<file path="src/rtl/mem_port_arbiter_pkg.sv">
// Shared definitions for the memory port arbiter slice.
//   state_e : arbiter FSM encoding (IDLE, ISSUE, RESP)
//   owner_e : transaction owner (OWN_I = fetch, OWN_D = data)
//   ADDR_W_DEF / DATA_W_DEF : default address and data widths
package manta_mem_pkg;

    localparam int unsigned ADDR_W_DEF = 16;
    localparam int unsigned DATA_W_DEF = 16;

    typedef enum logic [1:0] {
        IDLE  = 2'd0,
        ISSUE = 2'd1,
        RESP  = 2'd2
    } state_e;

    typedef enum logic {
        OWN_I = 1'b0,
        OWN_D = 1'b1
    } owner_e;

endpackage

</file>
<file path="src/rtl/mem_port_arbiter_grant_sel.sv">
// Combinational owner choice for the memory port arbiter.
//   i_req, d_req : fetch / data request lines
//   starve_cnt   : saturated count of data grants made while fetch waited
//   grant        : at least one request is pending
//   owner        : winning requester (valid when grant=1)
// Data wins a tie unless fetch has been passed over STARVE_MAX times.
module arb_grant_sel
    import manta_mem_pkg::*;
#(
    parameter int unsigned STARVE_MAX = 4
) (
    input  logic       i_req,
    input  logic       d_req,
    input  logic [3:0] starve_cnt,
    output logic       grant,
    output owner_e     owner
);

    always_comb begin
        grant = i_req | d_req;
        owner = OWN_D;
        if (i_req && !d_req) begin
            owner = OWN_I;
        end else if (i_req && d_req && (starve_cnt == 4'(STARVE_MAX))) begin
            owner = OWN_I;
        end
    end

endmodule

</file>
<file path="src/rtl/mem_port_arbiter.sv">
// Shares one single-port memory between the fetch path and the data path,
// one outstanding transaction at a time.
//   clk, rst                       : clock, synchronous active-high reset
//   i_req/i_addr -> i_ack/i_rdata  : fetch request / response
//   d_req/d_we/d_addr/d_wdata
//                -> d_ack/d_rdata  : load/store request / response
//   m_req/m_we/m_addr/m_wdata      : memory request, held until m_ack
//   m_ack/m_rdata                  : memory completion pulse and read data
//   busy                           : FSM not in IDLE
//   err_timeout, err_spurious      : sticky error flags, cleared by rst
module mem_port_arbiter
    import manta_mem_pkg::*;
#(
    parameter int unsigned ADDR_W     = ADDR_W_DEF,
    parameter int unsigned DATA_W     = DATA_W_DEF,
    parameter int unsigned STARVE_MAX = 4,
    parameter int unsigned TIMEOUT    = 255
) (
    input  logic              clk,
    input  logic              rst,
    input  logic              i_req,
    input  logic [ADDR_W-1:0] i_addr,
    output logic              i_ack,
    output logic [DATA_W-1:0] i_rdata,
    input  logic              d_req,
    input  logic              d_we,
    input  logic [ADDR_W-1:0] d_addr,
    input  logic [DATA_W-1:0] d_wdata,
    output logic              d_ack,
    output logic [DATA_W-1:0] d_rdata,
    output logic              m_req,
    output logic              m_we,
    output logic [ADDR_W-1:0] m_addr,
    output logic [DATA_W-1:0] m_wdata,
    input  logic              m_ack,
    input  logic [DATA_W-1:0] m_rdata,
    output logic              busy,
    output logic              err_timeout,
    output logic              err_spurious
);

    localparam int unsigned TMO_W = $clog2(TIMEOUT + 2);

    state_e              state_q, state_d;
    owner_e              owner_q, owner_d;
    logic [ADDR_W-1:0]   addr_q, addr_d;
    logic                we_q, we_d;
    logic [DATA_W-1:0]   wdata_q, wdata_d;
    logic [DATA_W-1:0]   rdata_q, rdata_d;
    logic [3:0]          starve_q, starve_d;
    logic [TMO_W-1:0]    tmo_q, tmo_d;
    logic                err_tmo_q, err_tmo_d;
    logic                err_spur_q, err_spur_d;

    logic                sel_grant;
    owner_e              sel_owner;

    arb_grant_sel #(
        .STARVE_MAX (STARVE_MAX)
    ) u_grant_sel (
        .i_req      (i_req),
        .d_req      (d_req),
        .starve_cnt (starve_q),
        .grant      (sel_grant),
        .owner      (sel_owner)
    );

    always_ff @(posedge clk) begin
        if (rst) begin
            state_q    <= IDLE;
            owner_q    <= OWN_I;
            addr_q     <= '0;
            we_q       <= 1'b0;
            wdata_q    <= '0;
            rdata_q    <= '0;
            starve_q   <= '0;
            tmo_q      <= '0;
            err_tmo_q  <= 1'b0;
            err_spur_q <= 1'b0;
        end else begin
            state_q    <= state_d;
            owner_q    <= owner_d;
            addr_q     <= addr_d;
            we_q       <= we_d;
            wdata_q    <= wdata_d;
            rdata_q    <= rdata_d;
            starve_q   <= starve_d;
            tmo_q      <= tmo_d;
            err_tmo_q  <= err_tmo_d;
            err_spur_q <= err_spur_d;
        end
    end

    always_comb begin
        state_d    = state_q;
        owner_d    = owner_q;
        addr_d     = addr_q;
        we_d       = we_q;
        wdata_d    = wdata_q;
        rdata_d    = rdata_q;
        starve_d   = starve_q;
        tmo_d      = tmo_q;
        err_tmo_d  = err_tmo_q;
        // Any completion outside ISSUE has no transaction to belong to.
        err_spur_d = err_spur_q | (m_ack && (state_q != ISSUE));

        case (state_q)
            IDLE: begin
                if (sel_grant) begin
                    state_d = ISSUE;
                    owner_d = sel_owner;
                    tmo_d   = '0;
                    if (sel_owner == OWN_I) begin
                        addr_d   = i_addr;
                        we_d     = 1'b0;
                        wdata_d  = '0;
                        starve_d = '0;
                    end else begin
                        addr_d  = d_addr;
                        we_d    = d_we;
                        wdata_d = d_wdata;
                        // Only count data grants that actually made fetch wait.
                        if (i_req && (starve_q != 4'(STARVE_MAX))) begin
                            starve_d = starve_q + 4'd1;
                        end
                    end
                end
            end
            ISSUE: begin
                if (m_ack) begin
                    // Stores report zero read data to their owner.
                    rdata_d = we_q ? '0 : m_rdata;
                    state_d = RESP;
                end else if ((TIMEOUT != 0) && (tmo_q == TMO_W'(TIMEOUT - 1))) begin
                    err_tmo_d = 1'b1;
                    rdata_d   = '0;
                    state_d   = RESP;
                end else begin
                    tmo_d = tmo_q + 1'b1;
                end
            end
            RESP: begin
                state_d = IDLE;
            end
            default: begin
                state_d = IDLE;
            end
        endcase
    end

    always_comb begin
        busy         = (state_q != IDLE);
        m_req        = (state_q == ISSUE);
        m_we         = m_req & we_q;
        m_addr       = m_req ? addr_q  : '0;
        m_wdata      = m_req ? wdata_q : '0;
        i_ack        = (state_q == RESP) && (owner_q == OWN_I);
        d_ack        = (state_q == RESP) && (owner_q == OWN_D);
        i_rdata      = i_ack ? rdata_q : '0;
        d_rdata      = d_ack ? rdata_q : '0;
        err_timeout  = err_tmo_q;
        err_spurious = err_spur_q;
    end

endmodule

</file>
<file path="config.mk">
export PLATFORM = sky130hd
export DESIGN_NAME = mem_port_arbiter
export DESIGN_NICKNAME = d
export VERILOG_FILES = /design/src/rtl/mem_port_arbiter_pkg.sv /design/src/rtl/mem_port_arbiter_grant_sel.sv /design/src/rtl/mem_port_arbiter.sv
export SDC_FILE = /design/constraint.sdc
export NUM_CORES = 1
export LEC_CHECK = 0
export BUFFER_PORTS_ARGS = -buffer_cell sky130_fd_sc_hd__buf_2
export CORE_ASPECT_RATIO = 0.6
export CORE_MARGIN = 2
export CORE_UTILIZATION = 51
export DETAILED_ROUTE_END_ITERATION = 10
export GPL_TIMING_DRIVEN = 0
export PLACE_DENSITY = 0.85
export SLEW_MARGIN = 15
export SYNTH_ARGS = -nofsm -noshare
export SYNTH_HDL_FRONTEND = slang
export SYNTH_SLANG_ARGS = --single-unit
</file>
<file path="constraint.sdc">
create_clock -name clk -period 3.55 [get_ports clk]
set_input_delay 0.1775 -clock clk [delete_from_list [all_inputs] [get_ports clk]]
set_output_delay 0.1775 -clock clk [all_outputs]
set_load 0.01 [all_outputs]
</file>
* Word-level counts from Yosys, hierarchy flattened *
Index checks and enable logic that the tools add are counted.

cells by class
  reductions and logical operators = 18
  add/subtract/negate cells = 2
  equal/unequal tests = 11
  multiplexer cells = 22
  bitwise operators = 5

operators by type and width
  kind                                                   count
  2-to-1 mux 16 bit                                      9
  2-to-1 mux 9 bit                                       3
  one-hot mux 9 bit (2 select lines)                     1
  adder 9 x 1 -> 9 bit, second input constant            1
  == test 9 x 8 -> 1 bit, second input constant          1
  2-to-1 mux 4 bit                                       2
  logical AND 1 bit                                      7
  2-to-1 mux 2 bit                                       3
  inequality test 2 bit, second input constant           3
  AND reduction 2 bit                                    3
  AND reduction 3 bit                                    2
  nonzero test 2 bit                                     3
  adder 4 x 1 -> 4 bit, second input constant            1
  == test 4 x 3 -> 1 bit, second input constant          1
  inequality test 2 x 1 -> 1 bit, second input constant  2
  inequality test 4 x 3 -> 1 bit, second input constant  1
  one-hot mux 2 bit (2 select lines)                     1
  AND reduction 4 bit                                    1
  2-to-1 mux 1 bit                                       3
  inequality test 3 x 1 -> 1 bit, second input constant  1
  == test 2 x 1 -> 1 bit, second input constant          1
  == test 2 bit, second input constant                   1
  logical NOT 2 bit                                      1
  NOT 1 bit                                              2
  other kinds (3)                                        4

storage, ports and cells
  register bits after elaboration = 67
  input bits = 70

* Logic depth before layout (Yosys ltp) *
  depth after elaboration = 6
  gate-level depth with buffers = 7

* Hierarchy *
Synthesis repeated with hierarchy kept, for this count alone.

second synthesis, totals
  cells, all modules = 410
  area, all modules = 3269.4 µm²

by module, submodules not included
  module            times used  cells each  area each (µm²)
  mem_port_arbiter  1           406         3239.4
  arb_grant_sel     1           4           30.0

* Worst setup path after synthesis *
OpenSTA, ideal clock, no wires.

  kind = reg2reg
  from = register starve_q[0]
  to = register addr_q[4]
  setup slack = 1958 ps
  data arrival time = 1500 ps
  stages on the path, launching flop included = 8
  required time = 3458 ps
  cells stage by stage = dfxtp_1 -> inv_1 -> ha_1 -> and3b_1 -> o21ai_1 -> buf_2 -> nor3_1 -> nor4_1

on the way
  longest elaborated chain between the ends = 5

ends and longest elaborated chain
  element                   line                              source
  start: declaration        mem_port_arbiter.sv:50            logic [3:0] starve_q, starve_d;
  start signal: assignment  mem_port_arbiter.sv:87            starve_q <= starve_d;
  == test 4 x 3 -> 1 bit    mem_port_arbiter_grant_sel.sv:24  end else if (i_req && d_req && (starve_cnt == 4'(STARVE_MAX))) begin
  logical AND 1 bit         mem_port_arbiter_grant_sel.sv:24
  2-to-1 mux 1 bit          mem_port_arbiter_grant_sel.sv:24
  2-to-1 mux 1 bit          mem_port_arbiter_grant_sel.sv:22  if (i_req && !d_req) begin
  2-to-1 mux 16 bit         mem_port_arbiter.sv:113           if (sel_owner == OWN_I) begin
  end signal: assignment    mem_port_arbiter.sv:83            addr_q <= addr_d;
  end: declaration          mem_port_arbiter.sv:46            logic [ADDR_W-1:0] addr_q, addr_d;

No other way between the ends.
A chain may end at the register's enable or synchronous reset.

* Worst setup path after layout *
  from = register state_q[1]
  to = output i_rdata[10]

on the way
  longest elaborated chain between the ends = 3

ends and longest elaborated chain
  element                   line                     source
  start: declaration        mem_port_arbiter.sv:44   state_e state_q, state_d;
  start signal: assignment  mem_port_arbiter.sv:81   state_q <= state_d;
  == test 2 bit             mem_port_arbiter.sv:157  i_ack = (state_q == RESP) && (owner_q == OWN_I);
  logical AND 1 bit         mem_port_arbiter.sv:157
  2-to-1 mux 16 bit         mem_port_arbiter.sv:159  i_rdata = i_ack ? rdata_q : '0;
  end: declaration          mem_port_arbiter.sv:24   output logic [DATA_W-1:0] i_rdata,

No other way between the ends.

==> impl_metrics.tcl <==
set metrics [dict create \
    hold_viol_final 0 \
    r2r_end "addr_q[10]$_SDFFE_PP0P_" \
    required_ns 3.37 \
    synth_seq_cells 67 \
    yosysTopAreaCell "dfxtp_1" \
    fp-row-count 22 \
    ios 141 \
    rsz0062_at_grt "no" \
    die_area_mm2 0.00693 \
    holdBufCountCts 0 \
    slew_headroom_pct 50.5 \
    grt.overflow.total 0 \
    vdd_ir_drop_max_mv 0.276 \
    min_path_type "primary input to flop" \
    period_minus_slack_ns 2.29 \
    die_y_um 65.3 \
    drive_above_1_share_pct 32.1 \
    cts_setup_buffers 0 \
    grt_start_max_net_pins 13 \
    vias 3504 \
    synth_cell_types 45 \
    ant_nets 0 \
    synth_area_mm2 0.00319 \
    via_per_inst 5.57 \
    r2r_slack_ns 1.47 \
    tightestPinTransition_ns 0.741 \
    leakagePower_nw 1.98 \
    syn-instance-count 390 \
    synth-async-reset-ratio_pct 0 \
    placeableCoreArea_mm2 0.00608 \
    drv_slew 0 \
    reg2reg_from "starve_q[0]$_SDFFE_PP0P_" \
    area_growth_pct 33.7 \
    clk_pin_slew_ns 0.07 \
    crit_path_end "i_rdata[10]" \
    synth_top_area_share_pct 42.0 \
    synth_warnings 0 \
    cp-start-kind "flop" \
    synth_ff_type "dfxtp_1" \
    fin_crit_sh_pct 64.4 \
    outcome "completed" \
    reg2regPathDepth 7 \
    finalSetupViolCount 0 \
    grt_pass1_wl_um 15200 \
    routed.top_layer "met4" \
    dr.first_iter.drc_count 306 \
    track_usage_pct 27.7 \
    worstSkewPairLatency_ns 0.35 \
    cts-htree-levels 3 \
    wl_met2_um 4300 \
    placed_cell_area_mm2 0.00399 \
    crit_start "state_q[1]$_SDFFE_PP0P_" \
    finalNetCount 614 \
    worstPathArrival_ns 2.11 \
    stdcell_area_mm2 0.00427 \
    place.gp.congestion 0.986 \
    post_cts_resized 0 \
    fin_ws_ns 1.26 \
    crit_type "flop to output port" \
    antenna_cells 0 \
    seq_area_frac_synth_pct 42.0 \
    wl_met3_um 781 \
    clk_path_buf_depth 2 \
    utilization_pct 70.1 \
    p_per_area_mw_per_mm2 463 \
    cts.sinks 67 \
    synthesis.nets 464 \
    max_freq_mhz 438 \
    dp_hpwl_um 6950 \
    cts_buffers 9 \
    final_common_cell "buf_2" \
    wire_per_inst_um 15.1 \
    start_util_pct 52.4 \
    pre_cts_slack_ns 1.52 \
    fin_skew_ns 0.00669 \
    clock_tree.root_cell "clkbuf_8" \
    cap_violations 0 \
    hold_ws_ns 0.0378 \
    grt_pass1_vias 3231 \
    port_buffers 139 \
    setup_tns_ns 0 \
    critPathCaptureType "output port" \
    mostFrequentLayoutCells "buf_2, dfxtp_1, and2_1, nor3_1, nand3_1" \
    post-place-cells 613 \
    first_pass_iters 5 \
    synth.area.top_cells "dfxtp_1, and2_1, nor3_1" \
    cts_tree "done" \
    synth_edf_count 0 \
    avgSynthCellArea_um2 8.18 \
    drt_wl_total_um 9500 \
    die_x_um 106 \
    wl_met1_um 4270 \
    antenna_found_initial 0 \
    drc 0 \
    final_cell_count_no_fill 629 \
    cp_max_fo 10 \
    power.total_mw 1.98 \
]
how the worst min path moves through the flow:
stage | from | to | depth (start not counted)
floorplan | m_rdata[10] | rdata_q[10]$_SDFFE_PP0P_ | 1
global placement | m_rdata[4] | rdata_q[4]$_SDFFE_PP0P_ | 2
detailed placement | m_rdata[4] | rdata_q[4]$_SDFFE_PP0P_ | 2
CTS | m_rdata[7] | rdata_q[7]$_SDFFE_PP0P_ | 2
global route | m_rdata[13] | rdata_q[13]$_SDFFE_PP0P_ | 2
finish | m_rdata[13] | rdata_q[13]$_SDFFE_PP0P_ | 2
power by group:
part / switching [mW] / total [mW] / internal (mW)
Clock: 0.300 / 0.858 / 0.558
Combinational: 0.177 / 0.289 / 0.112
Sequential: 0.0295 / 0.830 / 0.801
Total: 0.506 / 1.98 / 1.47
routing by layer:
| layer | track usage [%] | vias up |
|---|---|---|
| met5 | 0 | - |
| met4 | 9.05 | 0 |
| met3 | 9.42 | 20 |
| met2 | 41.1 | 161 |
| met1 | 38.0 | 1655 |
| li1 | - | 1668 |
cell families after synthesis:
| group | share of synthesized area, % |
|---|---|
| buffers and inverters | 4.63 |
| AOI/OAI and AO/OA | 13.6 |
| and+or+nand+nor | 38.2 |
| DFF | 42.0 |
| adders and majority gates | 1.57 |
area by class of cell:
class	count	area [µm²]
multi-input cells	288	1700
plain buffers	29	125
clock buffers	10	138
clock inverters	6	136
well taps	84	105
repair buffers	139	696
inverters	6	22.5
fillers	463	1820
flip-flops and latches	67	1340
flip-flops by register name, indices dropped and copies added (netlist names), 2 cells and up:
signal	count
addr_q	16
state_q	2
wdata_q	16
starve_q	4
rdata_q	16
tmo_q	9
critical path: stages (launching register included):
cell	delay (ns)
dfxtp_1	0.44
nor3b_1	0.65
clkbuf_1	0.35
and2_1	0.19
buf_2	0.13
cell usage after synthesis (4+ instances only):
cell       n
dfxtp_1   67
and2_1    65
nor3_1    34
nand3_1   30
a21oi_1   28
nand2_1   25
nor2_1    24
a22o_1    16
nor4_1    16
clkbuf_1  14
buf_2     13
inv_1      6
ha_1       4
or3_1      4
(Power assumes the default switching activity.)
